File: src/rtl/usb_buffer_arbiter.sv
// usb_buffer_arbiter: reservation controller granting the shared USB packet buffer to one transfer at a time
//  Ports:
//   clk, nRst                  clock, asynchronous active-low reset
//   txPacketSizeChanged        TX fill request strobe, txPacketDataSize sampled with it
//   rxDataReady                RX drain request strobe
//   bufferOccupancy            current buffer byte count
//   flush                      level request to abort and clear the buffer
//   bufferReserved, owner      ownership status (owner: 00 none, 01 TX, 10 RX, 11 flush)
//   clearBuffer                held high for the whole flush
//   txDone, rxDone             completion pulses
//   timeoutErr, sizeErr        error pulses (stall abort / bad size or overfill)
module usb_buffer_arbiter #(
  parameter int DEPTH       = 64,
  parameter int OCC_W       = 7,
  parameter int TIMEOUT_CYC = 1023,
  parameter int TMO_W       = 10
) (
  input  logic             clk,
  input  logic             nRst,
  input  logic             txPacketSizeChanged,
  input  logic [OCC_W-1:0] txPacketDataSize,
  input  logic             rxDataReady,
  input  logic [OCC_W-1:0] bufferOccupancy,
  input  logic             flush,
  output logic             bufferReserved,
  output logic [1:0]       owner,
  output logic             clearBuffer,
  output logic             txDone,
  output logic             rxDone,
  output logic             timeoutErr,
  output logic             sizeErr
);
  typedef enum logic [1:0] {IDLE = 2'b00, WRITE = 2'b01, READ = 2'b10, FLUSH = 2'b11} state_t;
  localparam logic [OCC_W-1:0] DEPTH_C = OCC_W'(DEPTH);
  localparam logic [TMO_W-1:0] TMO_C   = TMO_W'(TIMEOUT_CYC);
  localparam logic             TMO_EN  = TIMEOUT_CYC != 0;
  state_t           state_q, state_d;
  logic             tx_pend_q, tx_pend_d, rx_pend_q, rx_pend_d;
  logic [OCC_W-1:0] pend_size_q, pend_size_d, size_q, size_d, occ_q, tx_size;
  logic [TMO_W-1:0] cnt_q, cnt_d, cnt_inc;
  logic             res_q, clr_q, tx_done_q, tx_done_d, rx_done_q, rx_done_d;
  logic             tmo_q, tmo_d, size_err_q, size_err_d, tmo_hit, occ_zero;
  logic [1:0]       owner_q;
  assign cnt_inc  = (cnt_q == '1) ? cnt_q : cnt_q + 1'b1;
  assign tmo_hit  = TMO_EN && (cnt_inc == TMO_C);
  assign occ_zero = bufferOccupancy == '0;
  // a fresh strobe carries the newest size; otherwise use the queued one
  assign tx_size  = txPacketSizeChanged ? txPacketDataSize : pend_size_q;
  always_comb begin
    state_d     = state_q;
    tx_pend_d   = tx_pend_q | txPacketSizeChanged;
    rx_pend_d   = rx_pend_q | rxDataReady;
    pend_size_d = txPacketSizeChanged ? txPacketDataSize : pend_size_q;
    size_d      = size_q;
    tx_done_d   = 1'b0;
    rx_done_d   = 1'b0;
    tmo_d       = 1'b0;
    size_err_d  = 1'b0;
    if (flush) state_d = FLUSH;
    else
      case (state_q)
        IDLE:
          if (txPacketSizeChanged || tx_pend_q) begin
            tx_pend_d = 1'b0;
            if (tx_size == '0 || tx_size > DEPTH_C) size_err_d = 1'b1;
            else begin
              state_d = WRITE;
              size_d  = tx_size;
            end
          end else if (rxDataReady || rx_pend_q) begin
            rx_pend_d = 1'b0;
            if (occ_zero) rx_done_d = 1'b1;
            else state_d = READ;
          end
        WRITE:
          if (bufferOccupancy == size_q) begin
            tx_done_d = 1'b1;
            state_d   = IDLE;
          end else if (bufferOccupancy > size_q) begin
            size_err_d = 1'b1;
            state_d    = FLUSH;
          end else if (tmo_hit) begin
            tmo_d   = 1'b1;
            state_d = FLUSH;
          end
        READ:
          if (occ_zero) begin
            rx_done_d = 1'b1;
            state_d   = IDLE;
          end else if (tmo_hit) begin
            tmo_d   = 1'b1;
            state_d = FLUSH;
          end
        default: if (occ_zero) state_d = IDLE;
      endcase
    if (state_d == FLUSH && state_q != FLUSH) begin
      tx_pend_d = 1'b0;
      rx_pend_d = 1'b0;
    end
    // stall counter only runs while a transfer stays put with occupancy unchanged
    cnt_d = ((state_q == WRITE || state_q == READ) && state_d == state_q && bufferOccupancy == occ_q) ? cnt_inc : '0;
  end
  always_ff @(posedge clk or negedge nRst) begin
    if (!nRst) begin
      state_q     <= IDLE;
      tx_pend_q   <= 1'b0;
      rx_pend_q   <= 1'b0;
      pend_size_q <= '0;
      size_q      <= '0;
      occ_q       <= '0;
      cnt_q       <= '0;
      res_q       <= 1'b0;
      owner_q     <= 2'b00;
      clr_q       <= 1'b0;
      tx_done_q   <= 1'b0;
      rx_done_q   <= 1'b0;
      tmo_q       <= 1'b0;
      size_err_q  <= 1'b0;
    end else begin
      state_q     <= state_d;
      tx_pend_q   <= tx_pend_d;
      rx_pend_q   <= rx_pend_d;
      pend_size_q <= pend_size_d;
      size_q      <= size_d;
      occ_q       <= bufferOccupancy;
      cnt_q       <= cnt_d;
      res_q       <= state_d != IDLE;
      owner_q     <= state_d;
      clr_q       <= state_d == FLUSH;
      tx_done_q   <= tx_done_d;
      rx_done_q   <= rx_done_d;
      tmo_q       <= tmo_d;
      size_err_q  <= size_err_d;
    end
  end
  assign bufferReserved = res_q;
  assign owner          = owner_q;
  assign clearBuffer    = clr_q;
  assign txDone         = tx_done_q;
  assign rxDone         = rx_done_q;
  assign timeoutErr     = tmo_q;
  assign sizeErr        = size_err_q;
endmodule

File: config.mk
export PLATFORM = sky130hd
export DESIGN_NAME = usb_buffer_arbiter
export DESIGN_NICKNAME = d
export VERILOG_FILES = /design/src/rtl/usb_buffer_arbiter.sv
export SDC_FILE = /design/constraint.sdc
export NUM_CORES = 1
export LEC_CHECK = 0
export ABC_AREA = 1
export ABC_CLOCK_PERIOD_IN_PS = 2900
export BUFFER_PORTS_ARGS = -buffer_cell sky130_fd_sc_hd__buf_4
export CAP_MARGIN = 20
export CORE_UTILIZATION = 50
export DETAILED_ROUTE_END_ITERATION = 6
export PLACE_DENSITY = 0.76
export REMOVE_ABC_BUFFERS = 1
export SYNTH_ARGS = -nofsm -noshare
export SYNTH_HDL_FRONTEND = slang
export SYNTH_SLANG_ARGS = --single-unit
File: constraint.sdc
create_clock -name clk -period 2.9 [get_ports clk]
set_input_delay 0.145 -clock clk [delete_from_list [all_inputs] [get_ports clk]]
set_output_delay 0.145 -clock clk [all_outputs]
set_load 0.03 [all_outputs]
* Word-level counts from Yosys, hierarchy flattened
Index checks and enable logic that the tools add are counted.
** Storage, ports and cells
- Output and inout port bits :: 8
- ROM bits :: 0
- Memories :: 0
- Memory bits (writable) :: 0
- Bits in latches :: 0
- Input port bits :: 19
- Register bits after elaboration :: 41
** Cells by class
- Mux-type cells :: 43
- Shift operators :: 0
- Magnitude comparators :: 2
- Divide/modulo/power cells :: 0
- Reductions and logical operators :: 12
- $mul :: 0
- Equality and inequality tests :: 9
- Add/sub/neg operators :: 1
- Bitwise logic cells :: 4
** Operators by type and width (count)
- 2-to-1 mux 1 bit :: 26
- == test 10 bit, second input constant :: 2
- 2-to-1 mux 10 bit :: 2
- 2-to-1 mux 2 bit :: 10
- == test 7 bit :: 2
- zero test 7 bit :: 2
- adder 10 x 1 -> 10 bit, second input constant :: 1
- greater-than comparator 7 bit :: 1
- greater-than comparator 7 bit, second input constant :: 1
- 2-to-1 mux 7 bit :: 1
- one-hot mux 1 bit (2 select lines) :: 3
- one-hot mux 2 bit (3 select lines) :: 1
- == test 2 bit, second input constant :: 2
- logical OR 1 bit :: 4
- AND reduction 4 bit :: 1
- logical AND 1 bit :: 3
- == test 2 x 1 -> 1 bit, second input constant :: 1
- == test 2 bit :: 1
- zero test 2 bit :: 1
- inequality test 2 bit, second input constant :: 1
- inverter 1 bit :: 2
- OR 1 bit :: 2
- nonzero test 2 bit :: 1

* Longest topological paths before layout
Gate-level depths: netlist of the first run.
- Depth after elaboration :: 12
- Gate-level depth with buffers :: 19
- Depth with buffers taken out :: 19

* Worst setup path after synthesis of the first run
Ideal clock, no wire load.
- Path kind :: flip-flop to flip-flop
- Start point :: register cnt_q[0]
- End point :: register cnt_q[8]
- Arrival time :: 1811 ps
- Library setup time :: 122 ps
- Path slack :: 967 ps
- Cell stages (with the launch flop) :: 18
- Buffers on the path :: 0
- Cell sequence :: dfrtp_1 ha_1 nand2_2 inv_2 nand2_1 nand2_1 nand3_1 nand2_1 nor2_1 nand3_2 nand2_1 nand2_1 nand2_1 nand2_2 nand2_2 nand2_2 nand2_4 nor3_2
** Between the ends
- Cells in the longest elaborated chain, start to end :: 12
- Elaborated cells on any way between the ends :: 14
- Classes of those cells :: add/sub (1); eq/ne (3); mux (8); reduce/logical (2)
** Ends and longest elaborated chain
- start, declared :: line 40 : logic [TMO_W-1:0] cnt_q, cnt_d, cnt_inc;
- start signal, assigned :: line 126 : cnt_q <= cnt_d;
- adder 10 x 1 -> 10 bit / == test 10 bit (equally long branches) :: line 44 : assign cnt_inc = (cnt_q == '1) ? cnt_q : cnt_q + 1'b1;
- 2-to-1 mux 10 bit (*) :: line 44
- == test 10 bit (*) :: line 45 : assign tmo_hit = TMO_EN && (cnt_inc == TMO_C);
- 2-to-1 mux 2 bit (*) :: line 82, 90
- 2-to-1 mux 2 bit :: line 79 : end else if (bufferOccupancy > size_q) begin
- 2-to-1 mux 2 bit :: line 76 : if (bufferOccupancy == size_q) begin
- one-hot mux 2 bit (3 select lines) (*) :: line 61 : case (state_q)
- 2-to-1 mux 2 bit (*) :: line 59 : if (flush) state_d = FLUSH;
- named net state_d[1] :: line 37 : state_t state_q, state_d;
- == test 2 bit (*) :: line 101 : cnt_d = ((state_q == WRITE || state_q == READ) && state_d == state_q && bufferOccupancy == occ_q) ? cnt_inc : ...
- logical AND 1 bit (*) (2 in series) :: line 101
- 2-to-1 mux 10 bit (*) :: line 101
- named net cnt_d[8] :: line 40
Mark *: on every way through the listed nets, which the timed path passes. The rest lies on a longest branch.
A chain may end at the register's enable or synchronous reset.

* Final worst setup path of the first run
- Start point :: input port bufferOccupancy[6]
- End point :: register cnt_q[9]
** Between the ends
- Cells in the longest elaborated chain, start to end :: 10
- Elaborated cells on any way between the ends :: 17
- Classes of those cells :: order compare (1); eq/ne (3); mux (10); reduce/logical (3)
** Ends and longest elaborated chain
- start, declared :: line 23 : input logic [OCC_W-1:0] bufferOccupancy,
- branches (longest 4 deep; another with greater-than comparator 7 bit)
- one-hot mux 2 bit (3 select lines) (*) :: line 61
- 2-to-1 mux 2 bit (*) :: line 59
- named net state_d[1] :: line 37
- == test 2 bit (*) :: line 101
- logical AND 1 bit (*) (2 in series) :: line 101
- 2-to-1 mux 10 bit (*) :: line 101
- named net cnt_d[9] :: line 40
Mark *: on every way through the listed nets, which the timed path passes.

==> metrics.md, run 1 <==
| Metric | Value |
|---|---|
| Post CTS Setup Buffer Count | `0` |
| Vias per cell | `5.08` |
| Placed cell count | `361` |
| Row count | `24` |
| Synth area leaders | `dfrtp_1 43%, nand2_1 11%, ha_1 6.3%, inv_1 5.7%, nand2_2 4.5%` |
| Crit. End Element | `register` |
| Initial antenna violation count | `0` |
| Global-route wire length before repair | `8510 um` |
| Clock transition time at the flip-flop clock pins of the worst setup and hold paths | `0.08 ns` |
| Required @ worst endpoint | `3.11 ns` |
| Number of max-cap violations | `0` |
| Post-Syn Area per Cell | `8.40 um2` |
| CTS tree | `built` |
| Die H | `71.1 um` |
| CP arrival | `2.67 ns` |
| Starting density of the core | `53.3%` |
| Commonest non-fill, non-tap cell in the layout | `nand2_1` |
| DIE AREA | `0.00505 mm2` |
| Filler instances | `386` |
| Peak VDD IR | `0.379 mV` |
| Core ar. | `0.00447 mm2` |
| Final period util | `84.7%` |
| WL/cell | `12.6 um` |
| GR Overflow Total | `0` |
| Max Root-Sink Buffers | `2` |
| Antenna cell count | `0` |
| Finish-stage setup viols | `0` |
| Power per Cell Area | `666 mW/mm2` |
| Synthesis-to-layout area growth | `19.0%` |
| Pin count of the biggest net entering global routing | `42` |
| #FFs+latches synth | `41` |
| Initial DRT Pass Iterations | `6` |
| Fraction of layout cells with a size suffix above 1 | `25.8%` |
| Nets | `355` |
| Most frequent cells in the layout | `68 x nand2_1, 41 x dfrtp_1, 36 x inv_1` |
| FMAX | `407 MHz` |
| CP Class | `in2reg` |
| Drc violations | `0` |
| Period minus WS final | `2.45 ns` |
| Post-route setup TNS | `0 ns` |
| Unique masters post-synth | `39` |
| RSZ-0062 raised after global routing | `false` |
| Synth top area share | `43.0%` |
| Slew Limit Headroom | `65.3%` |
| Final Hold Fails | `0` |
| Mapped Cells | `284` |
| Non-Filler Instances | `377` |
| Worst-Margin Slew | `0.521 ns` |
| Startpoint types | `primary input` |
| Clock Tree Root | `clkbuf_8` |
| Seq/Total Area, Yosys | `43.0%` |
| Die Wd | `71.1 um` |
| Dpl hpwl | `3600 um` |
| Final WL | `4740 um` |
| Hold Crit Class | `in2reg` |
| Slew Viols, Final | `0` |
| Later-pin clock latency in the skew report | `0.29 ns` |
| TritonCTS Buffers | `5` |
| Global Route Usage Sum | `21.7%` |
| Total clock sinks | `41` |
| Routed via count | `1916` |
| Yosys top cell by area | `dfrtp_1` |
| I/O Buffers | `26` |
| Number of global-route vias before repair | `1944` |
| CTS H-tree lvls | `2` |
| Leakage | `1.31 nW` |
| DRT iter0 DRCs | `103` |
| Post-route ant nets | `0` |
| Clk_skew | `0.00588 ns` |
| Status | `complete, no violations` |
| Synthesized area | `0.00239 mm2` |
| Post-CTS Resized | `0` |
| Number of warnings issued by yosys | `0` |
| I/O Pins | `27` |
| GPL Wtd Cong | `0.849` |
| CP Max Fanout | `10` |
-- worst max-delay path, cell delays in order --
cell and delay [ns]:
dlygate4sd3_1 0.54, buf_4 0.16, ha_1 0.30, a21oi_1 0.15, o21a_1 0.12, a21boi_0 0.29
nor2_1 0.13, a21oi_1 0.16, nand2_1 0.10, nand2_2 0.10, nand2_2 0.08, nand2_2 0.10
nand2_4 0.12, nor3_2 0.18
-- sequential cells by signal, summed over array words and instances, names as in the netlist --
signal          count
cnt_q              10
occ_q               7
pend_size_q         7
size_q              7
owner               2
bufferReserved      1
clearBuffer         1
rxDone              1
rx_pend_q           1
sizeErr             1
timeoutErr          1
txDone              1
tx_pend_q           1
-- report_power, final --
group / switching (mW) / internal, mW
logic: 0.443 / 0.244
registers: 0.0517 / 0.671
clock network: 0.200 / 0.281
total: 0.694 / 1.20
-- timing repair --
action                                 CTS  global route
endpoints found under the hold margin   48             0
hold buffers                             8             0
setup endpoints to repair                0             0
-- area by class of cell --
type	count	area, um2	area share, %
multi-input cells	200	1190	42.0
repair buffers	35	283	9.96
clock buffers	7	86.3	3.04
clock inverters	1	30.0	1.06
well taps	52	65.1	2.29
inverters	41	156	5.51
flip-flops and latches	41	1030	36.1
-- logic make-up after synthesis --
logic type      synth area share (%)
simple gates                    34.0
fa+ha+maj                       6.29
compound gates                  7.71
buf+inv                         7.03
mux                            0.472
flops                           43.0
xor+xnor                        1.47
-- per-layer routing --
layer	routed length, um	part of all wire [%]	track usage [%]
met1	2100	44	25.8
met3	113	2.4	3.85
met4	38	0.80	6.67
met5	0	0	0
met2	2490	53	39.7
-- metrics by stage --
step	hold WS [ns]	setup slack [ns]	instance area (um2)	power (mW)	util [%]
floorplan	-0.151	0.799	2370	1.22	-
global placement	0.151	0.678	2640	1.39	59.1
detailed placement	0.159	0.633	2640	1.42	59.1
CTS	0.0422	0.453	2840	1.91	63.5
global route	0.0500	0.281	2840	2.03	63.5
finish	0.0458	0.445	2840	1.89	63.5
-- cells in the mapped netlist (all sizes together) --
library cell   n
nand2         86
buf            1
clkbuf         1
nand4          6
o21bai         2
or2            1
o22ai          1
dfrtp         41
inv           40
xnor2          3
nor2          27
a31oi          2
mux2           1
clkinv         1
a211oi         2
o2111ai        2
nand3b         2
nor3          11
a21oi          7
nand3         20
a32o           1
a21boi         1
xor2           1
o21ai         10
ha            12
o21a           1
and2           1
-- worst paths after layout --
check | startpoint | endpoint | slack [ns] | depth (start not counted)
setup / recovery | bufferOccupancy[6] | cnt_q[9]$_DFF_PN0_ | 0.45 | 14
hold / removal | flush | rxDone$_DFF_PN0_ | 0.05 | 2
setup reg to reg | size_q[6]$_DFFE_PN0P_ | cnt_q[9]$_DFF_PN0_ | 0.62 | 13
hold reg to reg | pend_size_q[3]$_DFF_PN0_ | pend_size_q[3]$_DFF_PN0_ | 0.50 | 2
max in group asynchronous | nRst | pend_size_q[6]$_DFF_PN0_ | 2.18 | 2
min in group asynchronous | nRst | pend_size_q[4]$_DFF_PN0_ | 0.36 | 2
Power figures use the tool's default switching activity.
==> run 2: changes to the inputs <==
Settings changed: ABC_AREA 1 to 0, ABC_CLOCK_PERIOD_IN_PS 2900 to 2600.
Clock period 2.9 ns to 2.6 ns, I/O delays scaled along.
==> run 2 against run 1 <==
First-iteration DRC count shrank 4.9%. Global-route usage grew 0.88 points. Die area grew 4.6%. Routed wire length up 16%. Critical endpoint is now cnt_q[3]$_DFF_PN0_. Combinational power grew 53%. Count of clock-buffer cells in the layout fell by 2. Critical path type is now reg2reg. Sequential share of layout area shrank 4.6 points.
==> metrics.md, run 2 <==
| Metric | Value |
|---|---|
| Post-route setup TNS | `0 ns` |
| DIE AREA | `0.00529 mm2` |
| Period minus WS final | `2.56 ns` |
| Seq/Total Area, Yosys | `41.0%` |
| Placed cell areas | `0.00294 mm2` |
| XOR/XNOR Fraction of Synth Area | `3.85%` |
| Final Hold Fails | `0` |
| CP Class | `reg2reg` |
| Synth Area in Compound Gates | `17.5%` |
| #FFs+latches synth | `41` |
| Number of warnings issued by yosys | `0` |
| FMAX | `390 MHz` |
| Crit. End Element | `register` |
| Slew Viols, Final | `0` |
| Finish-stage setup viols | `0` |
| Clock Tree Root | `clkbuf_8` |
| Nets | `337` |
| I/O Pins | `27` |
| Top layer used by detailed routing | `met4` |
| WL met3 | `145 um` |
| Length of routed wiring on met1 | `2400 um` |
| Power Internal | `1.61 mW` |
| Clock transition time at the flip-flop clock pins of the worst setup and hold paths | `0.08 ns` |
| Portion of netlist area occupied by mux cells | `7.51%` |
| Dpl hpwl | `4010 um` |
| Simple logic cell fraction of the synthesized area | `19.6%` |
| Reg2reg end | `cnt_q[3]$_DFF_PN0_` |
| Mapped Cells | `245` |
| Number of flops mapped to enable cells by yosys | `0` |
| DRT iter0 DRCs | `98` |
| RSZ-0062 raised after global routing | `true` |
| Post-Syn Area per Cell | `10.2 um2` |
| Startpoint types | `register` |
| CP peak stage delay | `0.54 ns` |
| Max stage delay cell, worst path | `or4_4` |
| Final WL | `5520 um` |
| Max Root-Sink Buffers | `2` |
| Global-route wire length before repair | `9150 um` |
| Comb power frac | `42.7%` |
| Row count | `25` |
| Commonest cells in the netlist | `41 x dfrtp_1, 19 x nand2_1, 16 x inv_1, 14 x mux2_2, 13 x nor2_1` |
| Routed via count | `2086` |
| Global Route Usage Sum | `22.6%` |
| Worst R2R Setup Slack | `0.04 ns` |
| Synth top area share | `41.0%` |
| Most frequent cells in the layout | `58 x buf_4, 41 x dfrtp_1, 19 x nand2_1` |
| Leakage | `1.38 nW` |
| Initial antenna violation count | `0` |
| I/O Buffers | `26` |
| Starting density of the core | `52.6%` |
| Final period util | `98.5%` |
| Slew Limit Headroom | `66.4%` |
| Unique masters post-synth | `58` |
| Worst-Margin Slew | `0.504 ns` |
| Vias per cell | `5.58` |
| Commonest non-fill, non-tap cell in the layout | `buf_4` |
| Die H | `72.7 um` |
| CP startpoint | `pend_size_q[0]$_DFF_PN0_` |
| Fraction of registers with async set/reset | `100%` |
| Net Switching | `0.841 mW` |
| Synth area leaders | `dfrtp_1 41%, mux2_2 6.3%, ha_1 6.0%, nand2_1 2.9%, xnor2_1 2.8%` |
| Drc violations | `0` |
| Reg2Reg Depth | `8` |
| Largest family of logic cells by synthesized area | `simple AND/OR/NAND/NOR gates` |
| Max reg flops | `10` |
| Hold Crit Class | `in2reg` |
| Cells along the critical path | `or4_4 -> nor3_4 -> or3b_4 -> a31oi_4 -> or4b_4 -> o41ai_4 -> buf_4 -> a2111oi_4` |
| Synthesis-to-layout area growth | `30.1%` |
| Fraction of layout cells with a size suffix above 1 | `33.9%` |
| Later-pin clock latency in the skew report | `0.29 ns` |
| Core ar. | `0.00475 mm2` |
| Total clock sinks | `41` |
| Largest Register | `cnt_q` |
| Flop pwr share | `32.8%` |
| Antenna cell count | `0` |
| CP arrival | `2.75 ns` |
| Switching portion of total power | `34.3%` |
| Count leader, synth | `dfrtp_1` |
| TritonCTS Buffers | `5` |
| CTS tree | `built` |
| Die Wd | `72.7 um` |
| CTS H-tree lvls | `2` |
| Primary FF master, synth | `dfrtp_1` |
| Clk pwr share | `24.5%` |
| Filler instances | `384` |
| Worst setup path end | `cnt_q[3]$_DFF_PN0_` |
| Power per Cell Area | `754 mW/mm2` |
| Status | `complete, no violations` |
| Peak VDD IR | `0.569 mV` |
| Number of max-cap violations | `0` |
| Met2 Routed Length | `2920 um` |
| Pin count of the biggest net entering global routing | `42` |
| Post-Synth Adder-Cell Area | `6.01%` |
| GPL Wtd Cong | `0.896` |
| GR Overflow Total | `0` |
| WL/cell | `14.8 um` |
| Crit Reg-Reg Startpoint | `pend_size_q[0]$_DFF_PN0_` |
| Yosys top cell by area | `dfrtp_1` |
| Initial DRT Pass Iterations | `5` |
| Number of global-route vias before repair | `2084` |
| Post-route ant nets | `0` |
| Synthesized area | `0.00250 mm2` |
| CP Max Fanout | `4` |
| Required @ worst endpoint | `2.79 ns` |
| Final instance area | `0.00325 mm2` |
| Clk_skew | `0.00236 ns` |
## run 2: cell types whose count changed after synthesis, sizes merged, moves of 6 or more
| cell | delta |
|---|---|
| nand2 | -67 |
| buf | +6 |
| mux2 | +13 |
| nor4 | +6 |
| inv | -24 |
| nand3 | -17 |
| nor2 | -14 |
## run 2: kinds of logic (layout without fill, tap and decap cells)
kind of cell | after synthesis | after routing
compound gates | 53 | 53
xor+xnor | 11 | 11
fa+ha+maj | 12 | 12
buf+inv | 28 | 90
flops | 41 | 41
mux | 17 | 17
simple gates | 83 | 83
## run 2: through the flow
step	std cells	util, %	hold WS (ns)	total power, mW	worst slack (ns)
after global routing	374	68.4	0.0644	2.60	-0.0697
after floorplan	233	-	-0.166	1.45	-0.274
final	374	68.4	0.0519	2.45	0.0387
after global placement	354	61.8	0.133	1.73	-0.0590
after detailed placement	354	61.8	0.137	1.75	-0.109
after CTS	373	67.2	0.0465	2.42	0.0101
## run 2: timing repair
| action | in CTS | in global routing |
|---|---|---|
| resized for setup | 3 | 9 |
| endpoints found under the hold margin | 48 | 0 |
| setup endpoints to repair | 10 | 11 |
| gates cloned | 0 | 0 |
| hold buffers | 8 | 0 |
| pin swaps | 2 | 1 |
| setup buffers | 3 | 1 |
## run 2: how the worst min path moves through the flow
stage	cells past startpoint	from	end
2_1_floorplan	0	nRst	bufferReserved$_DFF_PN0_
3_3_place_gp	1	nRst	cnt_q[6]$_DFF_PN0_
3_5_place_dp	1	nRst	cnt_q[6]$_DFF_PN0_
4_1_cts	2	flush	txDone$_DFF_PN0_
5_1_grt	2	flush	sizeErr$_DFF_PN0_
6_report	2	flush	txDone$_DFF_PN0_
## run 2: power groups by stage
stage / clock network [mW] / logic (mW) / registers (mW)
finish: 0.600 / 1.05 / 0.805
floorplan: 0 / 0.556 / 0.890
CTS: 0.613 / 1.00 / 0.806
global route: 0.641 / 1.15 / 0.816
detailed placement: 0 / 0.933 / 0.818
global placement: 0 / 0.918 / 0.811
## run 2: area by class of cell
cell class,instances,area [um2],share of cell area (%)
clock buffers,5,68.8,2.12
repair buffers,66,515,15.9
multi-input cells,176,1430,44.1
well taps,67,83.8,2.58
flip-flops and latches,41,1030,31.6
clock inverters,3,65.1,2.00
inverters,16,60.1,1.85
## run 2: worst max-delay path: cells and delay by family, from the launching register on
family	cells	cell delay, ns
AND/OR/NAND/NOR	4	1.26
AO/OA/AOI/OAI	3	0.63
flip-flops	1	0.38
buffers and inverters	1	0.17
## run 2: per-layer routing
layer,vias to the layer above,track usage [%]
met5,-,0
met4,0,6.32
met3,5,3.73
met2,34,40.0
met1,1019,28.4
li1,1028,-
==> run 3: changes to the inputs <==
Settings changed: PLACE_DENSITY 0.76 to 0.7.
==> run 3 against run 2 <==
Via count up 3.2%. Clock power is 14% lower. Register-to-register slack got worse by 0.03 ns. Largest power group unchanged. Critical endpoint unchanged. Sequential cell count stayed put.
==> metrics.md, run 3 (synthesized netlist as in run 2, its figures left out) <==
| Metric | Value |
|---|---|
| TritonCTS Buffers | `5` |
| Final Hold Fails | `0` |
| Die H | `72.7 um` |
| Met3 usage | `3.73%` |
| GR Overflow Total | `0` |
| Slew Viols, Final | `0` |
| Hold Crit Class | `in2reg` |
| Die Wd | `72.7 um` |
| Clock transition time at the flip-flop clock pins of the worst setup and hold paths | `0.08 ns` |
| Global routing's busiest layer | `met2` |
| Initial DRT Pass Iterations | `4` |
| Status | `complete, no violations` |
| Pin count of the biggest net entering global routing | `42` |
| Number of global-route vias before repair | `2004` |
| I/O Pins | `27` |
| CP top delay family | `simple AND/OR/NAND/NOR gates` |
| Overall power | `2.38 mW` |
| Max reg flops | `10` |
| Crit. End Element | `register` |
| Final WS setup | `0.00839 ns` |
| Synthesis-to-layout area growth | `29.9%` |
| Initial antenna violation count | `0` |
| Number of max-cap violations | `0` |
| CP arrival | `2.79 ns` |
| Starting density of the core | `52.6%` |
| RSZ-0062 raised after global routing | `true` |
| Nets | `336` |
| CP peak stage delay | `0.54 ns` |
| Period minus WS final | `2.59 ns` |
| Largest Register | `cnt_q` |
| Met1 Resource Use GR | `29.7%` |
| Leakage | `1.37 nW` |
| Max stage delay cell, worst path | `or4_4` |
| CP Max Fanout | `5` |
| WL/cell | `15.4 um` |
| Finish-stage setup viols | `0` |
| Worst-Margin Slew | `0.511 ns` |
| Routed via count | `2153` |
| CP Class | `reg2reg` |
| Total clock sinks | `41` |
| Core ar. | `0.00475 mm2` |
| GPL Wtd Cong | `0.867` |
| Cells along the critical path | `or4_4 -> nor3_4 -> or3b_4 -> a31oi_4 -> or4b_4 -> o41ai_4 -> buf_4 -> a2111oi_2` |
| Post-route ant nets | `0` |
| Most frequent cells in the layout | `55 x buf_4, 41 x dfrtp_1, 19 x nand2_1` |
| Antenna cell count | `0` |
| Row count | `25` |
| CTS H-tree lvls | `2` |
| I/O Buffers | `26` |
| Later-pin clock latency in the skew report | `0.30 ns` |
| Required @ worst endpoint | `2.80 ns` |
| Commonest non-fill, non-tap cell in the layout | `buf_4` |
| Power per Cell Area | `732 mW/mm2` |
| Clk_skew | `0.00735 ns` |
| Startpoint types | `register` |
| FMAX | `386 MHz` |
| Dpl hpwl | `4030 um` |
| Global-route wire length before repair | `9380 um` |
| Fraction of layout cells with a size suffix above 1 | `35.9%` |
| Pre-CTS WS | `-0.210 ns` |
| Slew Limit Headroom | `65.9%` |
| Final period util | `99.7%` |
| Drc violations | `0` |
| DRT iter0 DRCs | `102` |
| Clock Tree Root | `clkbuf_8` |
| WP buf/inv | `1` |
| Max Root-Sink Buffers | `2` |
| GR met2 Demand/Resource | `39.1%` |
| Hold slack | `0.0595 ns` |
| CTS tree | `built` |
| Vias per cell | `5.77` |
| DIE AREA | `0.00529 mm2` |
| Global Route Usage Sum | `22.9%` |
| Final WL | `5740 um` |
| Peak VDD IR | `0.472 mV` |
==> run 3: routing by layer <==
layer  wire length, um  share of wire [%]
met1              2520                 44
met2              2900                 51
met3               218                3.8
met4                91                1.6
met5                 0                  0
==> run 3: final timing paths <==
kind	start	endpoint	slack (ns)	depth (start not counted)
setup reg to reg	pend_size_q[0]$_DFF_PN0_	cnt_q[3]$_DFF_PN0_	0.008	8
max in group asynchronous	nRst	txDone$_DFF_PN0_	1.90	2
min in group asynchronous	nRst	cnt_q[6]$_DFF_PN0_	0.35	2
hold / removal	flush	rxDone$_DFF_PN0_	0.06	2
hold reg to reg	size_q[2]$_DFFE_PN0P_	size_q[2]$_DFFE_PN0P_	0.52	1
setup / recovery	pend_size_q[0]$_DFF_PN0_	cnt_q[3]$_DFF_PN0_	0.008	8
==> run 3: metrics by stage <==
step / std cells / area [um2] / TNS, ns / util (%)
final: 373 / 3250 / 0 / 68.3
after global placement: 347 / 2880 / -0.931 / 60.7
after detailed placement: 347 / 2880 / -1.60 / 60.7
after CTS: 368 / 3140 / 0 / 66.1
after floorplan: 233 / 2450 / -2.55 / -
after global routing: 373 / 3250 / -0.715 / 68.3
==> run 3: power breakdown <==
group,switching [mW],leakage [nW],internal (mW)
Clock,0.230,0.0543,0.287
Combinational,0.582,0.800,0.474
Sequential,0.0528,0.514,0.749
Total,0.865,1.37,1.51
==> run 3: what timing repair did <==
action                                  4_1_cts  5_1_grt
gates resized for setup                       5       14
endpoints found under the setup margin       10       15
buffers inserted                              5        4
hold endpoints to repair                     48        0
hold buffers                                  8        0
pin swaps                                     3        3
gates cloned                                  0        1
==> run 3: worst reg2reg max path, delay by kind of cell (launching register included) <==
family	cells	cell delay, ns
AO/OA/AOI/OAI	3	0.64
buffers and inverters	1	0.18
flip-flops	1	0.38
AND/OR/NAND/NOR	4	1.28
==> run 3: cell type report <==
class | count | area [um2]
timing repair buffer | 64 | 504
tap | 67 | 83.8
clock inverter | 3 | 46.3
clock buffer | 5 | 68.8
sequential | 41 | 1030
fill | 400 | 1510
inverter | 16 | 60.1
multi-input combinational | 177 | 1460
